$ cat src/rtl/idu_pipe.sv
// rtl/idu_pipe.sv - registered RV32I/RV64I decode stage with a two-entry skid buffer
// Decodes {inst, pc} plus same-cycle regfile data into EXU operands and control flags.
module idu_pipe #(
  parameter  int XLEN = 32,
  parameter  int NREG = 32,
  localparam int RAW  = $clog2(NREG)
) (
  input  logic            clk,
  input  logic            rst,
  input  logic            flush,
  input  logic            in_valid,
  output logic            in_ready,
  input  logic [31:0]     in_inst,
  input  logic [XLEN-1:0] in_pc,
  output logic [RAW-1:0]  rf_raddr1,
  output logic [RAW-1:0]  rf_raddr2,
  input  logic [XLEN-1:0] rf_rdata1,
  input  logic [XLEN-1:0] rf_rdata2,
  output logic            out_valid,
  input  logic            out_ready,
  output logic [XLEN-1:0] out_pc,
  output logic [XLEN-1:0] out_src1,
  output logic [XLEN-1:0] out_src2,
  output logic [XLEN-1:0] out_rs2data,
  output logic [XLEN-1:0] out_imm,
  output logic [4:0]      out_rd,
  output logic [2:0]      out_funct3,
  output logic            out_funct7b5,
  output logic            out_reg_wen,
  output logic            out_jump,
  output logic            out_branch,
  output logic            out_mem_ren,
  output logic            out_mem_wen,
  output logic            out_word,
  output logic            out_illegal
);

  localparam bit RV64 = (XLEN == 64);

  typedef struct packed {
    logic [XLEN-1:0] pc;
    logic [XLEN-1:0] src1;
    logic [XLEN-1:0] src2;
    logic [XLEN-1:0] rs2data;
    logic [XLEN-1:0] imm;
    logic [4:0]      rd;
    logic [2:0]      funct3;
    logic            funct7b5;
    logic            reg_wen;
    logic            jump;
    logic            branch;
    logic            mem_ren;
    logic            mem_wen;
    logic            word;
    logic            illegal;
  } entry_t;

  typedef enum logic [1:0] {EMPTY = 2'd0, ONE = 2'd1, FULL = 2'd2} state_e;

  state_e state_q, state_d;
  entry_t head_q, head_d, tail_q, tail_d, dec;
  logic   accept, pop;

  logic [6:0] opc;
  logic is_lui, is_auipc, is_jal, is_jalr, is_branch, is_load, is_store;
  logic is_opimm, is_op, is_opimm32, is_op32, is_writer;
  logic signed [31:0] imm32;

  assign rf_raddr1 = RAW'(in_inst[19:15]);
  assign rf_raddr2 = RAW'(in_inst[24:20]);

  assign opc        = in_inst[6:0];
  assign is_lui     = (opc == 7'b0110111);
  assign is_auipc   = (opc == 7'b0010111);
  assign is_jal     = (opc == 7'b1101111);
  assign is_jalr    = (opc == 7'b1100111);
  assign is_branch  = (opc == 7'b1100011);
  assign is_load    = (opc == 7'b0000011);
  assign is_store   = (opc == 7'b0100011);
  assign is_opimm   = (opc == 7'b0010011);
  assign is_op      = (opc == 7'b0110011);
  assign is_opimm32 = RV64 && (opc == 7'b0011011);
  assign is_op32    = RV64 && (opc == 7'b0111011);
  assign is_writer  = is_lui | is_auipc | is_jal | is_jalr | is_load | is_opimm | is_op
                    | is_opimm32 | is_op32;

  // Immediate built at 32 bits, then sign-extended to XLEN by the signed size cast
  always_comb begin
    imm32 = '0;
    if (is_jalr || is_load || is_opimm || is_opimm32)
      imm32 = {{20{in_inst[31]}}, in_inst[31:20]};
    else if (is_store)
      imm32 = {{20{in_inst[31]}}, in_inst[31:25], in_inst[11:7]};
    else if (is_branch)
      imm32 = {{19{in_inst[31]}}, in_inst[31], in_inst[7], in_inst[30:25], in_inst[11:8], 1'b0};
    else if (is_lui || is_auipc)
      imm32 = {in_inst[31:12], 12'b0};
    else if (is_jal)
      imm32 = {{11{in_inst[31]}}, in_inst[31], in_inst[19:12], in_inst[20], in_inst[30:21], 1'b0};
  end

  always_comb begin
    dec          = '0;
    dec.pc       = in_pc;
    dec.imm      = XLEN'(imm32);
    dec.src1     = is_lui ? '0 : ((is_auipc || is_jal) ? in_pc : rf_rdata1);
    dec.src2     = (is_op || is_op32 || is_branch) ? rf_rdata2 : dec.imm;
    dec.rs2data  = rf_rdata2;
    dec.rd       = in_inst[11:7];
    dec.funct3   = in_inst[14:12];
    dec.funct7b5 = in_inst[30];
    dec.reg_wen  = is_writer && (in_inst[11:7] != 5'd0);
    dec.jump     = is_jal || is_jalr;
    dec.branch   = is_branch;
    dec.mem_ren  = is_load;
    dec.mem_wen  = is_store;
    dec.word     = is_opimm32 || is_op32;
    dec.illegal  = !(is_writer || is_branch || is_store);
  end

  assign accept = in_valid && in_ready;
  assign pop    = out_valid && out_ready;

  always_ff @(posedge clk or posedge rst) begin
    if (rst) state_q <= EMPTY;
    else     state_q <= state_d;
  end

  always_comb begin
    state_d = state_q;
    if (flush) state_d = EMPTY;
    else begin
      case (state_q)
        EMPTY:   if (accept) state_d = ONE;
        ONE:     if (accept && !pop) state_d = FULL;
                 else if (pop && !accept) state_d = EMPTY;
        FULL:    if (pop) state_d = ONE;
        default: state_d = EMPTY;
      endcase
    end
  end

  always_comb begin
    in_ready  = (state_q != FULL);
    out_valid = (state_q != EMPTY);
  end

  // New entry lands in the head when the buffer is empty or the head leaves this cycle
  always_comb begin
    head_d = head_q;
    tail_d = tail_q;
    if (!flush) begin
      if (state_q == FULL) begin
        if (pop) head_d = tail_q;
      end else if (accept && (state_q == EMPTY || pop)) begin
        head_d = dec;
      end else if (accept) begin
        tail_d = dec;
      end
    end
  end

  always_ff @(posedge clk or posedge rst) begin
    if (rst) begin
      head_q <= '0;
      tail_q <= '0;
    end else begin
      head_q <= head_d;
      tail_q <= tail_d;
    end
  end

  assign out_pc       = head_q.pc;
  assign out_src1     = head_q.src1;
  assign out_src2     = head_q.src2;
  assign out_rs2data  = head_q.rs2data;
  assign out_imm      = head_q.imm;
  assign out_rd       = head_q.rd;
  assign out_funct3   = head_q.funct3;
  assign out_funct7b5 = head_q.funct7b5;
  assign out_reg_wen  = head_q.reg_wen;
  assign out_jump     = head_q.jump;
  assign out_branch   = head_q.branch;
  assign out_mem_ren  = head_q.mem_ren;
  assign out_mem_wen  = head_q.mem_wen;
  assign out_word     = head_q.word;
  assign out_illegal  = head_q.illegal;

endmodule

$ cat config.mk
export PLATFORM = sky130hd
export DESIGN_NAME = idu_pipe
export DESIGN_NICKNAME = d
export VERILOG_FILES = /design/src/rtl/idu_pipe.sv
export SDC_FILE = /design/constraint.sdc
export NUM_CORES = 1
export LEC_CHECK = 0
export CORE_MARGIN = 2
export CORE_UTILIZATION = 40
export DETAILED_ROUTE_END_ITERATION = 8
export PLACE_DENSITY = 0.73
export RECOVER_POWER = 100
export SLEW_MARGIN = 40
export SYNTH_ARGS = -nofsm -noshare
export SYNTH_HDL_FRONTEND = slang
export SYNTH_SLANG_ARGS = --single-unit
$ cat constraint.sdc
create_clock -name clk -period 14.1 [get_ports clk]
set_input_delay 4.23 -clock clk [delete_from_list [all_inputs] [get_ports clk]]
set_output_delay 4.23 -clock clk [all_outputs]
set_load 0.05 [all_outputs]
# After elaboration in Yosys (flattened, before gate mapping)

Index checks and enable logic that the tools add are counted.

Bits in registers: 353
Bits of input ports: 133
Output and inout port bits: 188
Word-level logic and storage cells: 97

Eq/ne operators: 16
Multiplexer cells: 17
Bitwise operators: 9
Reductions and logical operators: 25

Operator list:

| operator                                                              | number |
|---|---|
| 176-bit two-way mux                                                   | 3 |
| 32-bit two-way mux                                                    | 8 |
| 7-bit by 6-bit equality test with 1-bit output, second input constant | 3 |
| 7-bit equality test, second input constant                            | 3 |
| 7-bit by 5-bit equality test with 1-bit output, second input constant | 2 |
| 2-bit two-way mux                                                     | 5 |
| 1-bit logical OR                                                      | 9 |
| 7-bit by 2-bit equality test with 1-bit output, second input constant | 1 |
| 1-bit logical AND                                                     | 6 |
| 3-bit != test, second input constant                                  | 2 |
| 1-bit bitwise OR                                                      | 6 |
| 2-bit one-hot mux with 3 select lines                                 | 1 |
| 3-bit AND reduction                                                   | 2 |
| 5-bit nonzero test                                                    | 1 |
| 2-bit != test, second input constant                                  | 2 |
| 4-bit != test, second input constant                                  | 1 |
| 4-bit AND reduction                                                   | 1 |
| 2-bit nonzero test                                                    | 2 |
| 1-bit logical NOT                                                     | 3 |
| 1-bit NOT                                                             | 3 |
| 2-bit by 1-bit equality test with 1-bit output, second input constant | 1 |
| 2-bit equality test, second input constant                            | 1 |
| 2-bit logical NOT                                                     | 1 |

# Longest topological paths before layout

Gate-level depths: netlist (run 1).

Depth in word-level cells: 12
Gate-level depth with buffers: 10
Mapped depth without buffers: 8

# Worst setup path after synthesis (run 1)

No wires, ideal clock.

Path kind: input port to output port
From: input in_inst[15]
To: output rf_raddr1[0]
Arrival time: 4,400 ps
Data required time: 9,870 ps
Path slack: 5,470 ps
Stages on the path: 1
Path buffers: 1
Cell sequence: buf_4

RTL lines:

| item        | RTL line | RTL |
|---|---|---|
| from (decl) | 13       | `input logic [31:0] in_inst,` |
| to (decl)   | 15       | `output logic [RAW-1:0] rf_raddr1,` |

No word-level cell between the ends.

# Worst setup path in the final report (run 1)

From: input flush
To: register head_q, in the netlist out_illegal

Word-level cells in the longest chain between the ends: 2

RTL lines:

| item                          | RTL line | RTL |
|---|---|---|
| from (decl)                   | 10       | `input logic flush,` |
| 1-bit NOT (no line)           | --       |  |
| 3-bit AND reduction (no line) | --       |  |
| to (signal assigned)          | 165      | `head_q <= '0;` |
| to (signal assigned)          | 168      | `head_q <= head_d;` |
| to (decl)                     | 61       | `entry_t head_q, head_d, tail_q, tail_d, dec;` |

Every way passes these cells.
A chain may end at the register's enable or synchronous reset.

==> impl_metrics.env, run 1 <==
export IMPL_synth_top_area_share_pct=55.6
export IMPL_routed_via_density=5.53
export IMPL_design_portCount=321
export IMPL_worst_slew_pin_transition_ns=4.25
export IMPL_leakagePower_nw=9.33
export IMPL_fin_crit_ns=11.59
export IMPL_worstSetupStartpoint="flush"
export IMPL_syn_inst=1797
export IMPL_synthToLayoutAreaGrowth_pct=28.7
export IMPL_cts_post_setup_buffers_inserted=0
export IMPL_design_die_area_sq_mm=0.0412
export IMPL_die_height_um=203
export IMPL_setup_tns_final_ns=0
export IMPL_cp_max_fo=171
export IMPL_num_fill_cells=3542
export IMPL_cts_root_buffer="clkbuf_16"
export IMPL_layout_drive_gt1_share_pct=4.94
export IMPL_r2r_start="state_q[1]"
export IMPL_status="finished with violations"
export IMPL_finalClockSkew_ns=0.0130
export IMPL_crit_path_top_delay_cell="clkbuf_2"
export IMPL_antenna_violations_before_repair=1
export IMPL_multiInputGateArea_sq_mm=0.00626
export IMPL_dr_first_iter_drc_count=1205
export IMPL_track_usage_pct=24.7
export IMPL_clock_transition_time_at_the_flip_flop_clock_pins_of_the_worst_setup_and_hold_paths_ns=0.06
export IMPL_vdd_ir_drop_worst_mv=0.103
export IMPL_layout_worst_path_cycle_share_pct=82.2
export IMPL_required_ns=14.57
export IMPL_critical_path_arrival_ns=12.06
export IMPL_synthesis_nets=1931
export IMPL_number_of_buffers_inserted_during_clock_tree_synthesis=39
export IMPL_ys_warn_count=0
export IMPL_max_stage_delay_ns=2.69
export IMPL_syn_avg_cell_area_sq_um=8.82
export IMPL_post_dp_hpwl_um=32400
export IMPL_slew_limit_headroom_pct=-184
export IMPL_worst_setup_path_type="input port to register"
export IMPL_fp_coreArea_sq_mm=0.0389
export IMPL_finalHoldWorstSlack_ns=0.471
export IMPL_register_area_sq_mm=0.00881
export IMPL_placementRows=72
export IMPL_post_synth_top_count_cell="nand2_1"
export IMPL_yosys_register_bits=352
export IMPL_worstSetupEndpointType="register"
export IMPL_cap_viol_max_count=12
export IMPL_report_final_hold_viol_count=0
export IMPL_reg2reg_to="out_illegal"
export IMPL_synth_edf_count=0
export IMPL_setup_violations=0
export IMPL_synthesis_area_sq_mm=0.0159
export IMPL_async_reset_ff_share_pct=100
export IMPL_cts_sinks=352
export IMPL_ff2ff_setup_slack_ns=6.60
export IMPL_post_route_util_pct=52.4
export IMPL_vias_in_the_first_global_route=14035
export IMPL_synth_seq_area_share_pct=55.6
export IMPL_grt_max_degree=172
export IMPL_totalWireLength_um=51200
export IMPL_gpl_final_weighted_congestion=0.824
export IMPL_number_of_port_buffers=319
export IMPL_slew_viol_final=906
export IMPL_clock_fmax_mhz=86.3
export IMPL_powerDensity_mw_per_mm2=153
export IMPL_start_util_pct=40.7
export IMPL_via_count=14176
export IMPL_start_kind="input port"
export IMPL_timing_reg2reg_worst_path_depth=8
export IMPL_remaining_antenna_violation_count_after_routing=0
export IMPL_post_dp_cell_area_sq_mm=0.0191
export IMPL_die_extent_in_x_um=203
export IMPL_number_of_gates_resized_after_cts=0
export IMPL_nets_final=2151
export IMPL_hold_path_class="register to register"
export IMPL_firstDrtPassIters=5
export IMPL_cts_hold_repair_buffers=0
export IMPL_final_cell_area_excluding_filler_cells_sq_mm=0.0204
export IMPL_synth_area_top_cells="dfrtp_1, nand2_1, o21ai_0"
export IMPL_remaining_drcs=0
export IMPL_totalPowerFinal_mw=3.12
export IMPL_deepest_level_of_the_cts_h_tree=2
export IMPL_post_synth_num_cell_types=58
export IMPL_synthDominantAreaCellType="dfrtp_1"
export IMPL_tritoncts="yes"
export IMPL_post_synth_most_frequent_cells="nand2_1, dfrtp_1, o21ai_0"
export IMPL_synth_flop_cell="dfrtp_1"
export IMPL_post_detailed_route_wirelength_per_cell_um=20.0
export IMPL_ctsLongestPathBuffers=3
export IMPL_failed_checks="capacitance limit, slew limit"
export IMPL_crit_end="out_illegal"
export IMPL_grt_overflow=0
export IMPL_worstSkewPairLatency_ns=0.55
export IMPL_first_pass_grt_wire_length_um=79800
export IMPL_rsz_0062_raised_after_global_routing="false"
export IMPL_path_cells="dlygate4sd3_1, nand3b_1, o31ai_4, clkbuf_1, clkbuf_2, nand2_2, buf_4, or3_1, nand3_1"
worst max-delay path: cells and delay by family:
kind            cells  cell delay [ns]
compound gates      1             0.08
buf+inv             4             6.60
simple gates        4             0.85
stage by stage:
step	cells	setup slack [ns]
floorplan	1797	0.106
global route	2563	2.05
global placement	2494	4.10
detailed placement	2494	4.11
CTS	2562	4.10
finish	2563	2.51
final cells by class:
type / instances / area share, %
Antenna cell: 1 / 0.0123
Sequential cell: 352 / 43.2
Timing Repair Buffer: 339 / 16.3
Clock inverter: 12 / 0.828
Multi-Input combinational cell: 1281 / 30.7
Tap cell: 518 / 3.18
Inverter: 4 / 0.0920
Clock buffer: 56 / 5.74
kinds of logic (layout without fill, tap and decap cells):
kind of cell               count (synthesis)  in the layout  synth area share [%]
AOI/OAI and AO/OA                        505            505                  18.6
xor gates and xnor gates                   1              1                0.0553
adders and majority gates                  1              1                0.0789
buffers and inverters                    164            411                  5.00
DFF                                      352            352                  55.6
muxes                                      3              3                 0.197
other                                      1              2                0.0237
and+or+nand+nor                          770            770                  20.4
worst min path at each step:
stage	start	end	depth (start not counted)	slack, ns
2_1_floorplan	tail_q[17]	tail_q[17]	2	0.44
3_3_place_gp	tail_q[20]	tail_q[20]	2	0.45
3_5_place_dp	tail_q[137]	tail_q[137]	2	0.46
4_1_cts	tail_q[93]	tail_q[93]	2	0.48
5_1_grt	tail_q[66]	tail_q[66]	2	0.49
6_report	tail_q[46]	tail_q[46]	2	0.47
registers in the layout, summed over array words and instances, names as in the netlist, 2 cells and up:
| signal | cells |
|---|---|
| out_pc | 32 |
| out_src1 | 32 |
| out_imm | 32 |
| tail_q | 175 |
| out_src2 | 32 |
| out_rd | 5 |
| state_q | 2 |
| out_rs2data | 32 |
| out_funct3 | 3 |
where the power goes:
part           switching [mW]  total, mW  internal (mW)
sequential             0.0961       1.28           1.19
combinational           0.533      0.768          0.235
clock                   0.421       1.07          0.651
layout by cell type (no fill, tap or decap), types with 3 or more instances in the layout:
master	n
clkinv_2	5
or3_1	7
clkdlybuf4s50_1	130
clkbuf_16	41
a21oi_2	8
nand3_1	33
and3_1	71
dlygate4sd3_1	189
nor3_1	3
a21o_1	11
dfrtp_1	352
a221o_1	4
buf_4	8
o22ai_1	22
clkbuf_8	9
and2_1	4
a21oi_1	125
nand2_2	3
o31ai_1	22
nand2_1	506
a22oi_1	37
nor2_1	120
a31oi_1	97
o21ai_0	169
clkbuf_1	14
bufinv_16	4
metal layers:
layer	global-route usage, %	routed length (um)
met5	0	0
met4	10.1	1850
met1	33.2	21300
met2	39.1	24200
met3	5.06	3900
Note: power is estimated with default switching activity, not from simulation.
==> inputs of run 2 (changes only) <==
--- a/config.mk
+++ b/config.mk
@@ -8,7 +8,7 @@
 export CORE_MARGIN = 2
 export CORE_UTILIZATION = 40
 export DETAILED_ROUTE_END_ITERATION = 8
-export PLACE_DENSITY = 0.73
+export PLACE_DENSITY = 0.71
 export RECOVER_POWER = 100
 export SLEW_MARGIN = 40
 export SYNTH_ARGS = -nofsm -noshare
==> constraint.sdc (replaced) <==
create_clock -name clk -period 11 [get_ports clk]
set_input_delay 3.3 -clock clk [delete_from_list [all_inputs] [get_ports clk]]
set_output_delay 3.3 -clock clk [all_outputs]
set_load 0.05 [all_outputs]
==> run 2 against run 1 <==
Compared with the run above: the flow still finishes with violations (capacitance limit, slew limit); hold slack worse by 0.0041 ns; global-route usage is 0.12 points higher; clock skew is 0.0051 ns higher; non-clock buffer count is 1 higher; total power is 27% higher; flip-flop and latch count stayed put; critical endpoint is now out_imm[3]; largest cell class unchanged.
==> impl_metrics.env, run 2 (synthesis results as in run 1) <==
export IMPL_status="finished with violations"
export IMPL_failed_checks="capacitance limit, slew limit"
export IMPL_routed_wl_met3_um=4310
export IMPL_fin_crit_ns=9.12
export IMPL_report_final_hold_viol_count=0
export IMPL_slew_limit_headroom_pct=-185
export IMPL_die_height_um=203
export IMPL_fp_coreArea_sq_mm=0.0389
export IMPL_layout_common_cells="nand2_1, dfrtp_1, dlygate4sd3_1"
export IMPL_route_top_layer_used="met5"
export IMPL_number_of_gates_resized_after_cts=0
export IMPL_cts_sinks=352
export IMPL_firstDrtPassIters=6
export IMPL_design_die_area_sq_mm=0.0412
export IMPL_dr_first_iter_drc_count=1247
export IMPL_totalWireLength_um=51800
export IMPL_first_pass_grt_wire_length_um=80200
export IMPL_powerDensity_mw_per_mm2=195
export IMPL_finalClockSkew_ns=0.0181
export IMPL_die_extent_in_x_um=203
export IMPL_ctsLongestPathBuffers=3
export IMPL_largest_register="tail_q"
export IMPL_layout_setup_ws_ns=1.88
export IMPL_setup_violations=0
export IMPL_grt_max_degree=212
export IMPL_wl_met1_um=21200
export IMPL_post_dp_hpwl_um=32800
export IMPL_vias_in_the_first_global_route=14015
export IMPL_rsz_0062_raised_after_global_routing="false"
export IMPL_track_usage_pct=24.8
export IMPL_layout_drive_gt1_share_pct=4.64
export IMPL_slew_viol_final=774
export IMPL_nets_final=2153
export IMPL_leakagePower_nw=9.34
export IMPL_gpl_final_weighted_congestion=0.877
export IMPL_clock_fmax_mhz=110
export IMPL_deepest_level_of_the_cts_h_tree=2
export IMPL_remaining_drcs=0
export IMPL_cp_max_fo=63
export IMPL_critical_path_arrival_ns=9.55
export IMPL_cts_hold_repair_buffers=0
export IMPL_start_util_pct=40.7
export IMPL_layout_cells_most_common="nand2_1"
export IMPL_clock_transition_time_at_the_flip_flop_clock_pins_of_the_worst_setup_and_hold_paths_ns=0.06
export IMPL_post_detailed_route_wirelength_per_cell_um=20.2
export IMPL_finalHoldWorstSlack_ns=0.467
export IMPL_cts_post_setup_buffers_inserted=0
export IMPL_tritoncts="yes"
export IMPL_worstSetupEndpointType="register"
export IMPL_grt_overflow=0
export IMPL_number_of_buffers_inserted_during_clock_tree_synthesis=40
export IMPL_totalPowerFinal_mw=3.97
export IMPL_cap_viol_max_count=11
export IMPL_antenna_violations_before_repair=6
export IMPL_hold_path_class="register to register"
export IMPL_cts_root_buffer="clkbuf_16"
export IMPL_pre_cts_slack_ns=2.88
export IMPL_setup_tns_final_ns=0
export IMPL_largest_register_ff_count=175
export IMPL_design_portCount=321
export IMPL_synthToLayoutAreaGrowth_pct=28.8
export IMPL_remaining_antenna_violation_count_after_routing=0
export IMPL_via_count=14289
export IMPL_start_kind="input port"
export IMPL_required_ns=11.43
export IMPL_vdd_ir_drop_worst_mv=0.103
export IMPL_placementRows=72
export IMPL_worst_setup_path_type="input port to register"
export IMPL_routed_via_density=5.56
export IMPL_worstSkewPairLatency_ns=0.56
export IMPL_met2_length_um=23900
export IMPL_number_of_port_buffers=319
export IMPL_worst_slew_pin_transition_ns=4.28
export IMPL_layout_worst_path_cycle_share_pct=82.9
-- run 2: area by class of cell --
cell class | instances | area [sq um]
Timing Repair Buffer | 340 | 3360
Tap cell | 518 | 648
Fill cell | 3573 | 18500
Clock buffer | 66 | 1270
Sequential cell | 352 | 8810
Inverter | 4 | 18.8
Antenna cell | 3 | 7.51
Clock inverter | 4 | 60.1
Multi-Input combinational cell | 1281 | 6250
-- run 2: critical path, stage by stage --
cell	delay, ns
dlygate4sd3_1	1.03
nand3b_1	0.27
o31a_1	1.13
clkbuf_1	2.42
nor2_1	0.82
a221o_1	0.51
-- run 2: layer usage --
layer / vias up / GRT usage, %
li1: 6596 / -
met1: 6980 / 33.0
met2: 590 / 38.3
met3: 121 / 5.94
met4: 2 / 11.9
met5: - / 0
-- run 2: final timing paths --
kind,start,to,slack [ns],cells after the start
max in group asynchronous,rst,out_src2[13],2.86,4
max reg2reg,state_q[1],out_imm[3],5.12,5
max,flush,out_imm[3],1.88,6
min in group asynchronous,rst,out_pc[2],3.46,2
min reg2reg,tail_q[94],tail_q[94],0.47,2
min,tail_q[94],tail_q[94],0.47,2
-- run 2: stage by stage --
step / std cells / util (%) / cell area [sq um]
after floorplan: 1797 / - / 15900
after global placement: 2491 / 49.1 / 19100
after detailed placement: 2493 / 49.3 / 19200
after CTS: 2563 / 52.7 / 20500
after global routing: 2568 / 52.5 / 20400
final: 2568 / 52.5 / 20400
-- run 2: report_power, final --
group	switching, mW	internal [mW]	total, mW
clock network	0.533	0.810	1.34
registers	0.123	1.52	1.64
logic	0.685	0.301	0.986
